[src/rtl/taxi_axil_pkg.sv]
// Shared AXI-Lite response codes and channel FSM state encodings for the register slave.
package taxi_axil_pkg;

  typedef enum logic [1:0] {
    OKAY   = 2'b00,
    EXOKAY = 2'b01,
    SLVERR = 2'b10,
    DECERR = 2'b11
  } resp_t;

  typedef enum logic {
    W_IDLE = 1'b0,
    W_RESP = 1'b1
  } wr_state_t;

  typedef enum logic {
    R_IDLE = 1'b0,
    R_DATA = 1'b1
  } rd_state_t;

endpackage

[src/rtl/taxi_axil_reg_slave.sv]
// AXI-Lite slave terminating into NUM_REGS control/status registers; write response and read data
// arrive one cycle after commit / AR handshake and are held stable until the master accepts them.
module taxi_axil_reg_slave
  import taxi_axil_pkg::*;
#(
  parameter int                   DATA_W    = 32,
  parameter int                   ADDR_W    = 8,
  parameter int                   STRB_W    = DATA_W / 8,
  parameter int                   NUM_REGS  = 16,
  parameter logic [NUM_REGS-1:0]  RO_MASK   = '0,
  parameter logic [DATA_W-1:0]    RESET_VAL = '0
) (
  input  logic                         clk,
  input  logic                         rst,
  input  logic [ADDR_W-1:0]            s_axil_awaddr,
  input  logic [2:0]                   s_axil_awprot,
  input  logic                         s_axil_awvalid,
  output logic                         s_axil_awready,
  input  logic [DATA_W-1:0]            s_axil_wdata,
  input  logic [STRB_W-1:0]            s_axil_wstrb,
  input  logic                         s_axil_wvalid,
  output logic                         s_axil_wready,
  output logic [1:0]                   s_axil_bresp,
  output logic                         s_axil_bvalid,
  input  logic                         s_axil_bready,
  input  logic [ADDR_W-1:0]            s_axil_araddr,
  input  logic [2:0]                   s_axil_arprot,
  input  logic                         s_axil_arvalid,
  output logic                         s_axil_arready,
  output logic [DATA_W-1:0]            s_axil_rdata,
  output logic [1:0]                   s_axil_rresp,
  output logic                         s_axil_rvalid,
  input  logic                         s_axil_rready,
  output logic                         s_axil_buser,
  output logic                         s_axil_ruser,
  input  logic [NUM_REGS*DATA_W-1:0]   ro_in,
  output logic [NUM_REGS*DATA_W-1:0]   reg_out,
  output logic [NUM_REGS-1:0]          wr_pulse
);

  localparam int LSB   = $clog2(STRB_W);
  localparam int IDX_W = ADDR_W - LSB;

  wr_state_t             wr_state_q, wr_state_d;
  rd_state_t             rd_state_q, rd_state_d;
  logic                  aw_held_q, w_held_q;
  logic [ADDR_W-1:0]     awaddr_q;
  logic [DATA_W-1:0]     wdata_q;
  logic [STRB_W-1:0]     wstrb_q;
  logic                  bvalid_q, rvalid_q;
  resp_t                 bresp_q, rresp_q;
  logic [DATA_W-1:0]     rdata_q;
  logic [NUM_REGS-1:0]   wr_pulse_q;
  logic [DATA_W-1:0]     regs_q [NUM_REGS];

  logic                  aw_hs, w_hs, ar_hs, commit;
  logic [ADDR_W-1:0]     wr_addr;
  logic [DATA_W-1:0]     wr_data;
  logic [STRB_W-1:0]     wr_strb;
  logic [IDX_W-1:0]      wr_idx, rd_idx;
  logic [NUM_REGS-1:0]   wr_hit;
  resp_t                 wr_resp, rd_resp;
  logic [DATA_W-1:0]     rd_val;

  // Ready is a pure function of state and held flags, so handshakes are derived without a comb loop.
  assign aw_hs   = (wr_state_q == W_IDLE) && !aw_held_q && s_axil_awvalid;
  assign w_hs    = (wr_state_q == W_IDLE) && !w_held_q && s_axil_wvalid;
  assign commit  = (wr_state_q == W_IDLE) && (aw_held_q || s_axil_awvalid) && (w_held_q || s_axil_wvalid);
  assign ar_hs   = (rd_state_q == R_IDLE) && s_axil_arvalid;

  assign wr_addr = aw_held_q ? awaddr_q : s_axil_awaddr;
  assign wr_data = w_held_q ? wdata_q : s_axil_wdata;
  assign wr_strb = w_held_q ? wstrb_q : s_axil_wstrb;
  assign wr_idx  = wr_addr[ADDR_W-1:LSB];
  assign rd_idx  = s_axil_araddr[ADDR_W-1:LSB];

  always_comb begin
    wr_hit  = '0;
    wr_resp = DECERR;
    rd_val  = '0;
    rd_resp = DECERR;
    for (int i = 0; i < NUM_REGS; i++) begin
      if (wr_idx == IDX_W'(i)) begin
        wr_resp   = RO_MASK[i] ? SLVERR : OKAY;
        wr_hit[i] = !RO_MASK[i];
      end
      if (rd_idx == IDX_W'(i)) begin
        rd_resp = OKAY;
        rd_val  = RO_MASK[i] ? ro_in[i*DATA_W +: DATA_W] : regs_q[i];
      end
    end
  end

  always_ff @(posedge clk or posedge rst) begin
    if (rst) begin
      wr_state_q <= W_IDLE;
      rd_state_q <= R_IDLE;
    end else begin
      wr_state_q <= wr_state_d;
      rd_state_q <= rd_state_d;
    end
  end

  always_comb begin
    wr_state_d     = wr_state_q;
    s_axil_awready = 1'b0;
    s_axil_wready  = 1'b0;
    case (wr_state_q)
      W_IDLE: begin
        s_axil_awready = !aw_held_q;
        s_axil_wready  = !w_held_q;
        if (commit) wr_state_d = W_RESP;
      end
      W_RESP: if (s_axil_bready) wr_state_d = W_IDLE;
    endcase
  end

  always_comb begin
    rd_state_d     = rd_state_q;
    s_axil_arready = 1'b0;
    case (rd_state_q)
      R_IDLE: begin
        s_axil_arready = 1'b1;
        if (s_axil_arvalid) rd_state_d = R_DATA;
      end
      R_DATA: if (s_axil_rready) rd_state_d = R_IDLE;
    endcase
  end

  always_ff @(posedge clk or posedge rst) begin
    if (rst) begin
      aw_held_q  <= 1'b0;
      w_held_q   <= 1'b0;
      awaddr_q   <= '0;
      wdata_q    <= '0;
      wstrb_q    <= '0;
      bvalid_q   <= 1'b0;
      bresp_q    <= OKAY;
      wr_pulse_q <= '0;
      rvalid_q   <= 1'b0;
      rresp_q    <= OKAY;
      rdata_q    <= '0;
      for (int i = 0; i < NUM_REGS; i++) regs_q[i] <= RO_MASK[i] ? '0 : RESET_VAL;
    end else begin
      wr_pulse_q <= '0;
      if (commit) begin
        aw_held_q  <= 1'b0;
        w_held_q   <= 1'b0;
        bvalid_q   <= 1'b1;
        bresp_q    <= wr_resp;
        wr_pulse_q <= wr_hit;
      end else begin
        if (aw_hs) begin
          aw_held_q <= 1'b1;
          awaddr_q  <= s_axil_awaddr;
        end
        if (w_hs) begin
          w_held_q <= 1'b1;
          wdata_q  <= s_axil_wdata;
          wstrb_q  <= s_axil_wstrb;
        end
        if (bvalid_q && s_axil_bready) bvalid_q <= 1'b0;
      end
      for (int i = 0; i < NUM_REGS; i++)
        for (int b = 0; b < STRB_W; b++)
          if (commit && wr_hit[i] && wr_strb[b]) regs_q[i][8*b +: 8] <= wr_data[8*b +: 8];
      if (ar_hs) begin
        rvalid_q <= 1'b1;
        rdata_q  <= rd_val;
        rresp_q  <= rd_resp;
      end else if (rvalid_q && s_axil_rready) begin
        rvalid_q <= 1'b0;
      end
    end
  end

  for (genvar g = 0; g < NUM_REGS; g++) begin : g_reg_out
    assign reg_out[g*DATA_W +: DATA_W] = RO_MASK[g] ? '0 : regs_q[g];
  end

  assign s_axil_bvalid = bvalid_q;
  assign s_axil_bresp  = bresp_q;
  assign s_axil_rvalid = rvalid_q;
  assign s_axil_rresp  = rresp_q;
  assign s_axil_rdata  = rdata_q;
  assign s_axil_buser  = 1'b0;
  assign s_axil_ruser  = 1'b0;
  assign wr_pulse      = wr_pulse_q;

  logic unused_ok;
  assign unused_ok = ^{s_axil_awprot, s_axil_arprot, wr_addr[LSB-1:0], s_axil_araddr[LSB-1:0], ro_in};

endmodule

[config.mk]
export PLATFORM = sky130hd
export DESIGN_NAME = taxi_axil_reg_slave
export DESIGN_NICKNAME = d
export VERILOG_FILES = /design/src/rtl/taxi_axil_pkg.sv /design/src/rtl/taxi_axil_reg_slave.sv
export SDC_FILE = /design/constraint.sdc
export NUM_CORES = 1
export LEC_CHECK = 0
export ABC_CLOCK_PERIOD_IN_PS = 22500
export CAP_MARGIN = 25
export CORE_AREA = 2 2 442 444
export DETAILED_ROUTE_END_ITERATION = 8
export DIE_AREA = 0 0 444 446
export GPL_TIMING_DRIVEN = 1
export PLACE_DENSITY = 0.39
export REMOVE_ABC_BUFFERS = 1
export SYNTH_ARGS = -nofsm -noshare
export SYNTH_HDL_FRONTEND = slang
export SYNTH_SLANG_ARGS = --single-unit
export TNS_END_PERCENT = 5
[constraint.sdc]
create_clock -name clk -period 22.5 [get_ports clk]
set_input_delay 2.25 -clock clk [delete_from_list [all_inputs] [get_ports clk]]
set_output_delay 2.25 -clock clk [all_outputs]
set_load 0.02 [all_outputs]
Word-level counts from Yosys, hierarchy flattened:

Cells that the tools add are included.

* equality and inequality tests: 30
* multiplexer cells: 85
* reductions and logical operators: 101
* bitwise gates (word level): 3

Operators by type and width (count)
* 32-bit 2-to-1 mux: 17
* 6-bit by 4-bit == test with 1-bit output (second input constant): 16
* 1-bit logical AND: 89
* 2-bit 2-to-1 mux: 32
* 6-bit by 3-bit == test with 1-bit output (second input constant): 8
* 1-bit 2-to-1 mux: 31
* 6-bit by 2-bit == test with 1-bit output (second input constant): 4
* 16-bit 2-to-1 mux: 1
* 6-bit by 1-bit == test with 1-bit output (second input constant): 2
* 6-bit logical NOT: 2
* 8-bit 2-to-1 mux: 1
* 2-bit nonzero test: 4
* 4-bit 2-to-1 mux: 1
* 1-bit one-hot mux with 2 select lines: 2
* 2-bit AND reduction: 2
* 1-bit NOT: 3
* 1-bit logical NOT: 2
* 1-bit logical OR: 2

* input bits: 577
* flip-flop bits (word level): 614
* logic and storage cells: 296

Longest topological paths before layout:

* word-level depth: 18
* mapped depth: 10
* depth with buffers taken out: 5

Worst setup path after synthesis:

Ideal clock, no wire load.

* path type: input-to-reg
* from: input s_axil_awaddr[6]
* to: register regs_q (netlist bit reg_out[464])
* cell stages on the path: 7
* slack: 18355 ps
* path buffers: 2
* library setup time: 128 ps
* arrival time: 4018 ps
* cells stage by stage: or3_4 -> and2_1 -> buf_6 -> buf_6 -> nor4_4 -> nand2_4 -> mux2_1

* word-level cells in the longest chain between the ends: 5

Ends and longest elaborated chain
* start: declaration: line taxi_axil_reg_slave.sv:15 `input logic [ADDR_W-1:0] s_axil_awaddr,`
* 8-bit 2-to-1 mux: line taxi_axil_reg_slave.sv:71 `assign wr_addr = aw_held_q ? awaddr_q : s_axil_awaddr;`
* 6-bit by 4-bit == test with 1-bit output: line taxi_axil_reg_slave.sv:83 `if (wr_idx == IDX_W'(i)) begin`
* 1-bit 2-to-1 mux: line taxi_axil_reg_slave.sv:83
* 1-bit logical AND (2 in series): line taxi_axil_reg_slave.sv:166 `if (commit && wr_hit[i] && wr_strb[b]) regs_q[i][8*b +: 8] <= wr_data[8*b +: 8];`
* end signal: indexed assignment: line taxi_axil_reg_slave.sv:166
* end: declaration: line taxi_axil_reg_slave.sv:54 `logic [DATA_W-1:0] regs_q [NUM_REGS];`

No other way between the ends.
A chain may end at the register's enable or synchronous reset.

Worst setup path after layout:

* from: input s_axil_araddr[6]
* to: register rdata_q[13], in the netlist s_axil_rdata[13]

* word-level cells in the longest chain between the ends: 17
* elaborated cells on any way between the ends: 32
* classes of those cells: 15 x eq/ne; 16 x mux; 1 x reduce/logical

Ends and longest elaborated chain
* start: declaration: line taxi_axil_reg_slave.sv:26 `input logic [ADDR_W-1:0] s_axil_araddr,`
* 6-bit logical NOT: line taxi_axil_reg_slave.sv:87 `if (rd_idx == IDX_W'(i)) begin`
* 32-bit 2-to-1 mux (15 in series): line taxi_axil_reg_slave.sv:87
* 32-bit 2-to-1 mux *: line taxi_axil_reg_slave.sv:87
* end signal: assignment: line taxi_axil_reg_slave.sv:169 `rdata_q <= rd_val;`
* end: declaration: line taxi_axil_reg_slave.sv:52 `logic [DATA_W-1:0] rdata_q;`

Mark *: on every way between the ends. The rest lies on a longest branch, timed or not.

==> results.cfg <==
[status]
outcome = completed

[yosys]
synth_top_family_by_area = multiplexers
synth.area.mux_share_pct = 24.93
synth.top_cells.by_area = dfrtp_1, mux2_2, mux4_2, o21ai_0, nand2_1
yosysTopAreaCell = dfrtp_1
synth_fa_ha_area_share_pct = 0
synth_area_um2 = 28190
synthCells = 2277
postSynthAreaPerCell_um2 = 12.38
synthXorXnorAreaFrac_pct = 0
synth-simple-area-share_pct = 8.210
synth_top_area_share_pct = 54.14
synthFlopType = dfrtp_1
async_reset_ff_share_pct = 100.0
ys_seq_area_share_pct = 54.14
synth-seq-cells = 610
synth_compound_area_share_pct = 10.08
ys_types = 78
synth_edf_count = 0
yosysWarnings = 0

[route]
drt-wirelength-per-cell_um = 32.57
routed_wl_mm = 179.4
drt_drc_violations_left = 0
vias_per_cell = 4.119
ant_nets = 0
detailedRoute.firstPassIterationCount = 6
drt-initial-drc-count = 1633
vias = 22690

[timing]
tightest_slew_ps = 1136
hold_viol_final = 0
finalCritPeriodShare_pct = 22.61
skew_ps = 60.85
relSlewSlack_pct = 24.17
period_minus_slack_ps = 5087
finalSetupViolCount = 0
fin_tns_setup_ps = 0
rsz0062_at_grt = no
maxSlewViolCount = 0
fmax_mhz = 196.6

[floorplanning]
die_h_um = 446
num_rows = 162
die-area_um2 = 198000
fp.dieW_um = 444
core-area_um2 = 193600
start_util_pct = 14.57
io_pins = 1148

[cts]
post_cts_resized = 0
clk_latency_ps = 740
post_cts_buffers = 0
path_clk_slew_ps = 60
cts.sinks = 610
tritoncts = built
clock_path_buffers = 3
cts-root-buf = clkbuf_16
htreeDepth = 3
ctsHoldBuffers = 0
numCtsBuffers = 83

[placed_design]
post-dp-hpwl_mm = 132.4
placed_cell_area_um2 = 37740
place.detailed.instances = 5359
io_buffers = 623
place_congestion = 0.7933

[cells_and_area]
finish.utilization_pct = 20.95
syn_to_final_growth_pct = 43.84
num-nets-final = 3479
final_common_cell = clkdlybuf4s50_1
drive_gt1_share_pct = 26.93
final_cell_mix = clkdlybuf4s50_1, dfrtp_1, mux2_2
final_cells = 5508
final_cell_area_um2 = 40560

[worst_setup_path]
path_class = input port to flip-flop
arrival_ps = 5680
start_kind = input port
required_ps = 23090
cp.buffers_inverters = 2
end_kind = flip-flop
crit_family = simple AND/OR/NAND/NOR gates
slowest_stage = or4b_2
critPathMaxFanout = 12
max_stage_delay_ps = 1100
cp_cell_sequence = clkdlybuf4s50_1 > or4b_2 > nor2_1 > buf_4 > a22o_1 > a211oi_1 > o31ai_1

[grt]
grt_pass1_vias = 22970
antenna_found_initial = 32
grtUsageTotal_pct = 17.66
grt_max_degree = 149
grt_overflow = 0
grt_first_pass_wirelength_mm = 232.3

[power_and_ir_drop]
cellPowerDensity_nw_per_um2 = 133.8
ir_drop_v = 0.00004804
p_total_mw = 5.428
power.leakage_nw = 17.02

[job]
maxCapViolations = 0

[min_path]
hp-class = flip-flop to flip-flop
## worst paths after layout
check,from,endpoint,slack [ps],depth (start not counted)
setup / recovery,s_axil_araddr[6],s_axil_rdata[13]$_DFFE_PP0P_,17410,7
hold / removal,wdata_q[4]$_DFFE_PP0P_,wdata_q[4]$_DFFE_PP0P_,500,1
setup reg to reg,aw_held_q$_DFFE_PP0P_,reg_out[247]$_DFFE_PP0P_,18680,5
hold reg to reg,wdata_q[4]$_DFFE_PP0P_,wdata_q[4]$_DFFE_PP0P_,500,1
max in group asynchronous,rst,reg_out[206]$_DFFE_PP0P_,17530,5
min in group asynchronous,rst,wdata_q[5]$_DFFE_PP0P_,1970,2
## report_power, final
part / internal [mW] / leakage (nW) / switching (mW)
clock: 0.819 / 1.36 / 0.585
combinational: 0.955 / 7.46 / 1.25
sequential: 1.47 / 8.20 / 0.352
total: 3.24 / 17.0 / 2.19
## synth_stat cells, drive strengths merged (6+ instances only)
cell / instances
a211oi: 20
a21o: 7
a21oi: 69
a221oi: 30
a22o: 14
a22oi: 28
a31oi: 10
and2: 6
and3: 6
buf: 34
clkbuf: 118
dfrtp: 610
inv: 28
mux2: 486
mux2i: 61
mux4: 42
nand2: 203
nand2b: 7
nand3: 27
nand3b: 8
nand4: 9
nor2: 81
nor2b: 19
nor3: 28
nor3b: 7
o21ai: 183
o221ai: 6
o22ai: 24
or3: 12
or4: 14
## routing by layer
metal	global-route usage, %	wire (um)
met1	19.79	68700
met2	30.62	89160
met3	4.458	10540
met4	9.600	10840
met5	0	141
## stage by stage
step	setup WS [ps]	hold WS (ps)
2_1_floorplan	3172	473.9
6_report	17410	498.9
3_3_place_gp	16550	480.9
3_5_place_dp	16500	483.1
4_1_cts	17310	497.0
5_1_grt	17050	511.4
## sequential cells by signal (all words and copies together) (netlist names), 4 cells and up
register,cells
awaddr_q,6
reg_out,512
s_axil_rdata,32
wdata_q,32
wr_pulse,16
wstrb_q,4
## kinds of logic after synthesis
group | count (synthesis)
AND/OR/NAND/NOR | 447
flip-flops | 610
buffers and inverters | 182
other | 1
AO/OA/AOI/OAI | 448
multiplexers | 589
## layout make-up
| type | count | area [um^2] |
|---|---|---|
| Antenna cell | 3 | 7.507 |
| Clock buffer | 122 | 2384 |
| Clock inverter | 24 | 420.4 |
| Fill cell | 20940 | 153000 |
| Inverter | 30 | 120.1 |
| Multi-Input combinational cell | 1486 | 12340 |
| Sequential cell | 610 | 15270 |
| Tap cell | 2542 | 3181 |
| Timing Repair Buffer | 691 | 6834 |
Power figures use the tool's default switching activity.
==> RTL change 1, RTL diff (same flow settings) <==
Set the parameter `RO_MASK` to 1 (it was '0).
--- a/src/rtl/taxi_axil_reg_slave.sv
+++ b/src/rtl/taxi_axil_reg_slave.sv
@@ -9,3 +9,3 @@
   parameter int                   NUM_REGS  = 16,
-  parameter logic [NUM_REGS-1:0]  RO_MASK   = '0,
+  parameter logic [NUM_REGS-1:0]  RO_MASK   = 1,
   parameter logic [DATA_W-1:0]    RESET_VAL = '0
Formal check against the unedited RTL: not equivalent (Yosys sat finds a counterexample within 4 cycles, from zero or initial values and one cycle with rst high).
==> RTL change 1 against the unedited design <==
- design area is 4.0% lower
- sequential cell count is 32 lower
- setup slack worse by 0.40 ns
- power is 6.6% lower
- combinational power is 8% lower
- wire length is 0.16% lower
- critical path type unchanged
- area after synthesis is 4.7% lower
- register-to-register slack better by 0.12 ns
- global-route usage hardly changed
==> RTL change 1: results (changes against the unedited design) <==
| Metric | Value |
|---|---|
| Net count, final | `3913 (+12%)` |
| Crit Reg-Reg Startpoint | `w_held_q` |
| Post-DP HPWL | `133 mm (+0.40%)` |
| YS warnings | `0 (unchanged)` |
| Beginning of the critical path | `s_axil_araddr[7]` |
| Asr flop ratio synth | `1.00 (unchanged)` |
| Worst slack, placed | `16.04 ns (-0.458 ns)` |
| Max Root-Sink Buffers | `3 (unchanged)` |
| Drt pass-1 iters | `5 (-1)` |
| Final WL | `179 mm (-0.16%)` |
| Area leader, netlist | `dfrtp_1` |
| Total GRT Usage | `0.176 (-0.000281)` |
| Final Setup Violations | `0 (unchanged)` |
| Clk Latency, worst-skew pair | `0.72 ns (-0.02 ns)` |
| Sequential share of the synthesized area | `0.538 (-0.00323)` |
| Placed Cells incl. Taps | `5793 (+8.1%)` |
| Worst min-delay path startpoint | `s_axil_rdata[26]` |
| Cell Area, Placed | `36100 sq um (-4.3%)` |
| Post-synthesis cell count | `2759 (+21%)` |
| Num CTS Buffers | `79 (-4.8%)` |
| Min-delay worst type | `reg -> reg` |
| H-tree depth | `3 (unchanged)` |
| Clk_skew | `0.0484 ns (-0.0125 ns)` |
| Detail Route Antenna Nets | `0 (unchanged)` |
| DR WL/cell | `30.1 um (-7.6%)` |
| Layout cells sized above 1 | `0.123 (-0.146)` |
| Clk root buf | `clkbuf_16` |
| Initial antenna violation count | `28 (-13%)` |
| Placer Congestion | `0.804 (+1.3%)` |
| Worst-path clk slew | `0.06 ns (about the same)` |
| Number of distinct library cells after synthesis | `76 (-2.6%)` |
| Pin count of the biggest net entering global routing | `141 (-5.4%)` |
| Vias in the first global route | `23899 (+4.1%)` |
| Rel. slew slack | `0.276 (+0.0341)` |
| Synth area leaders | `dfrtp_1 54%, o21ai_0 6.9%, nand2_1 5.6%` |
| CTS resizes | `0 (unchanged)` |
| Commonest cells post-synth | `578 x dfrtp_1, 398 x nand2_1, 368 x o21ai_0, 276 x a21oi_1, 265 x nor2_1` |
| Worst-path maximum fanout | `19 (+7)` |
| First-pass GRT wire length | `233 mm (+0.50%)` |
| Static Leak | `15.6 nW (-8.3%)` |
| DR vias/cell | `4.06 (-1.4%)` |
| Peak supply drop | `0.0598 mV (+24%)` |
| Setup bufs post-CTS | `0 (unchanged)` |
| Initial DRC Count | `1596 (-2.3%)` |
| WP data arrival | `6.12 ns (+0.44 ns)` |
| Max reg flops | `480 (-6.3%)` |
| Run status | `complete, no violations` |
| Port Buffers | `622 (-0.16%)` |
RTL change 1: worst paths after layout:
| path | endpoint | slack [ns] | cells after the start |
|---|---|---|---|
| setup reg to reg | reg_out[473] | 18.80 | 5 |
| min in group asynchronous | wr_state_q | 2.02 | 2 |
| hold reg to reg | s_axil_rdata[26] | 0.49 | 2 |
| max in group asynchronous | reg_out[440] | 17.59 | 5 |
| setup / recovery | s_axil_rdata[22] | 17.01 | 8 |
| hold / removal | s_axil_rdata[26] | 0.49 | 2 |
RTL change 1: report_power, final:
part           total [W]  leakage, nW  switching, W  internal (W)
sequential       0.00171         7.79      0.000342       0.00137
clock            0.00134         1.31      0.000551      0.000786
combinational    0.00202         6.51       0.00120      0.000815
total            0.00507         15.6       0.00210       0.00297
RTL change 1: worst max-delay path, cell delays in order:
cell and delay, ns:
clkdlybuf4s50_1 0.80, nor4_4 0.43, buf_4 0.43, nand2_1 0.76, o221ai_1 0.85, o211ai_1 0.19
a21oi_1 0.18, o22a_1 0.15
RTL change 1: area by class of cell:
class	instances	area [sq um]
multi-input cells	1932	11300
well taps	2542	3180
flip-flops and latches	578	14500
inverters	15	63.8
diodes	12	30.0
fillers	21286	155000
clock inverters	28	447
repair buffers	730	7200
clock buffers	112	2260
RTL change 1: cell families (layout without fill, tap and decap cells):
family,count (synthesis),count (layout),share of synthesized area
flops,578,578,0.538
buf+inv,283,885,0.0539
other cells,1,47,0.000140
simple gates,821,821,0.132
compound gates,895,895,0.191
mux,181,181,0.0845
RTL change 1: metal layers:
metal / part of all wire / routed length, um / GRT usage
met1: 0.39 / 70000 / 0.204
met2: 0.49 / 88400 / 0.304
met3: 0.065 / 11600 / 0.0458
met4: 0.050 / 9020 / 0.0812
met5: 0.00042 / 76 / 0
RTL change 1: per-stage QoR:
stage	utilization	hold slack [ns]
floorplan	-	0.479
global placement	0.185	0.472
detailed placement	0.187	0.474
CTS	0.201	0.486
global route	0.201	0.527
finish	0.201	0.494
==> RTL change 2, RTL diff (same flow settings) <==
Without the edit above. Make the reset (`rst`) synchronous in 2 clocked blocks.
--- a/src/rtl/taxi_axil_reg_slave.sv
+++ b/src/rtl/taxi_axil_reg_slave.sv
@@ -93,3 +93,3 @@
 
-  always_ff @(posedge clk or posedge rst) begin
+  always_ff @(posedge clk) begin
     if (rst) begin
@@ -129,3 +129,3 @@
 
-  always_ff @(posedge clk or posedge rst) begin
+  always_ff @(posedge clk) begin
     if (rst) begin
Function: not settled (the Yosys comparison gave no result); the edit may change what the design does.
==> RTL change 2 against the unedited design <==
- sequential share of layout area grew 7.8 points
- highest routed layer unchanged
- non-clock buffer count down 4
- synthesized cell count fell by 3.7%
- core utilization decreased by 1.2 points
- setup slack worse by 0.57 ns
- critical endpoint is now s_axil_rdata[17]
- sequential cell count unchanged
- area after synthesis is 6.8% lower
- final cell count down 1.6%
- first-iteration DRC count increased by 16%
- wire length shrank 10%
- critical path depth unchanged
- design area is 5.9% lower
Power is not compared: it rests on default switching activity, and its combinational part moved more than twofold at a synthesized area within 25%.
==> RTL change 2: results (changes against the unedited design) <==
| Metric | Value |
|---|---|
| Layout cells sized above 1 | `0.110 (-0.160)` |
| Initial DRC Count | `1888 (+16%)` |
| Register-to-Register Path Depth | `6 (+1)` |
| Via count | `21129 (-6.9%)` |
| Net count, final | `3373 (-3.0%)` |
| WP data arrival | `6.30 ns (+0.62 ns)` |
| Met2 wire len | `85.2 mm (-4.4%)` |
| Met1 wire length | `60.0 mm (-13%)` |
| Worst slack, placed | `15.85 ns (-0.648 ns)` |
| Placed Cells incl. Taps | `5256 (-1.9%)` |
| Clk_skew | `0.0487 ns (-0.0122 ns)` |
| Crit Reg-Reg Startpoint | `w_held_q` |
| Met1 Use GR | `0.174 (-0.0237)` |
| Finished Layout Cells | `5418 (-1.6%)` |
| Total GRT Usage | `0.157 (-0.0195)` |
| Beginning of the critical path | `s_axil_araddr[7]` |
| Pin count of the biggest net entering global routing | `113 (-24%)` |
| Asr flop ratio synth | `0 (-1.00)` |
| Worst min-delay path startpoint | `wdata_q[31]` |
| Commonest cells post-synth | `512 x edfxtp_1, 471 x nor2_1, 180 x nand2_1, 136 x a21oi_1` |
| Met2 usage | `0.289 (-0.0171)` |
| M3 GR Usage | `0.0316 (-0.0130)` |
| Number of enable flip-flop cells after synthesis | `512 (+512)` |
| Post-DP HPWL | `121 mm (-8.3%)` |
| Run status | `complete, no violations` |
| Sequential share of the synthesized area | `0.660 (+0.118)` |
| Worst-path maximum fanout | `22 (+10)` |
| Synth Flop Type | `edfxtp_1` |
| Num CTS Buffers | `79 (-4.8%)` |
| WHS Endpoint | `wdata_q[31]` |
| Synth area leaders | `edfxtp_1 58%, dfxtp_1 7.5%, nor2_1 6.7%` |
| FF-to-FF End | `regs_q[0][139]` |
| Reg-to-reg slack, setup | `18.44 ns (-0.24 ns)` |
## RTL change 2: area by class of cell
type,count,share of cell area
Sequential cell,610,0.454
Timing Repair Buffer,687,0.178
Clock buffer,105,0.0557
Tap cell,2542,0.0833
Inverter,43,0.00423
Clock inverter,41,0.0118
Multi-Input combinational cell,1375,0.212
Antenna cell,15,0.000983
## RTL change 2: through the flow
step                area (sq um)  power (W)  hold WS, ns   util
global route               38200    0.00313        0.465  0.197
detailed placement         35500    0.00177        0.446  0.184
floorplan                  25500    0.00150        0.430      -
global placement           35500    0.00177        0.441  0.183
finish                     38200    0.00303        0.452  0.197
CTS                        38100    0.00308        0.454  0.197
## RTL change 2: kinds of logic after synthesis
| kind of cell | count (synthesis) | share of synthesized area |
|---|---|---|
| buffers and inverters | 208 | 0.0369 |
| flip-flops | 610 | 0.660 |
| multiplexers | 113 | 0.0619 |
| AO/OA/AOI/OAI | 439 | 0.106 |
| AND/OR/NAND/NOR | 821 | 0.136 |
| other | 1 | 0.000143 |
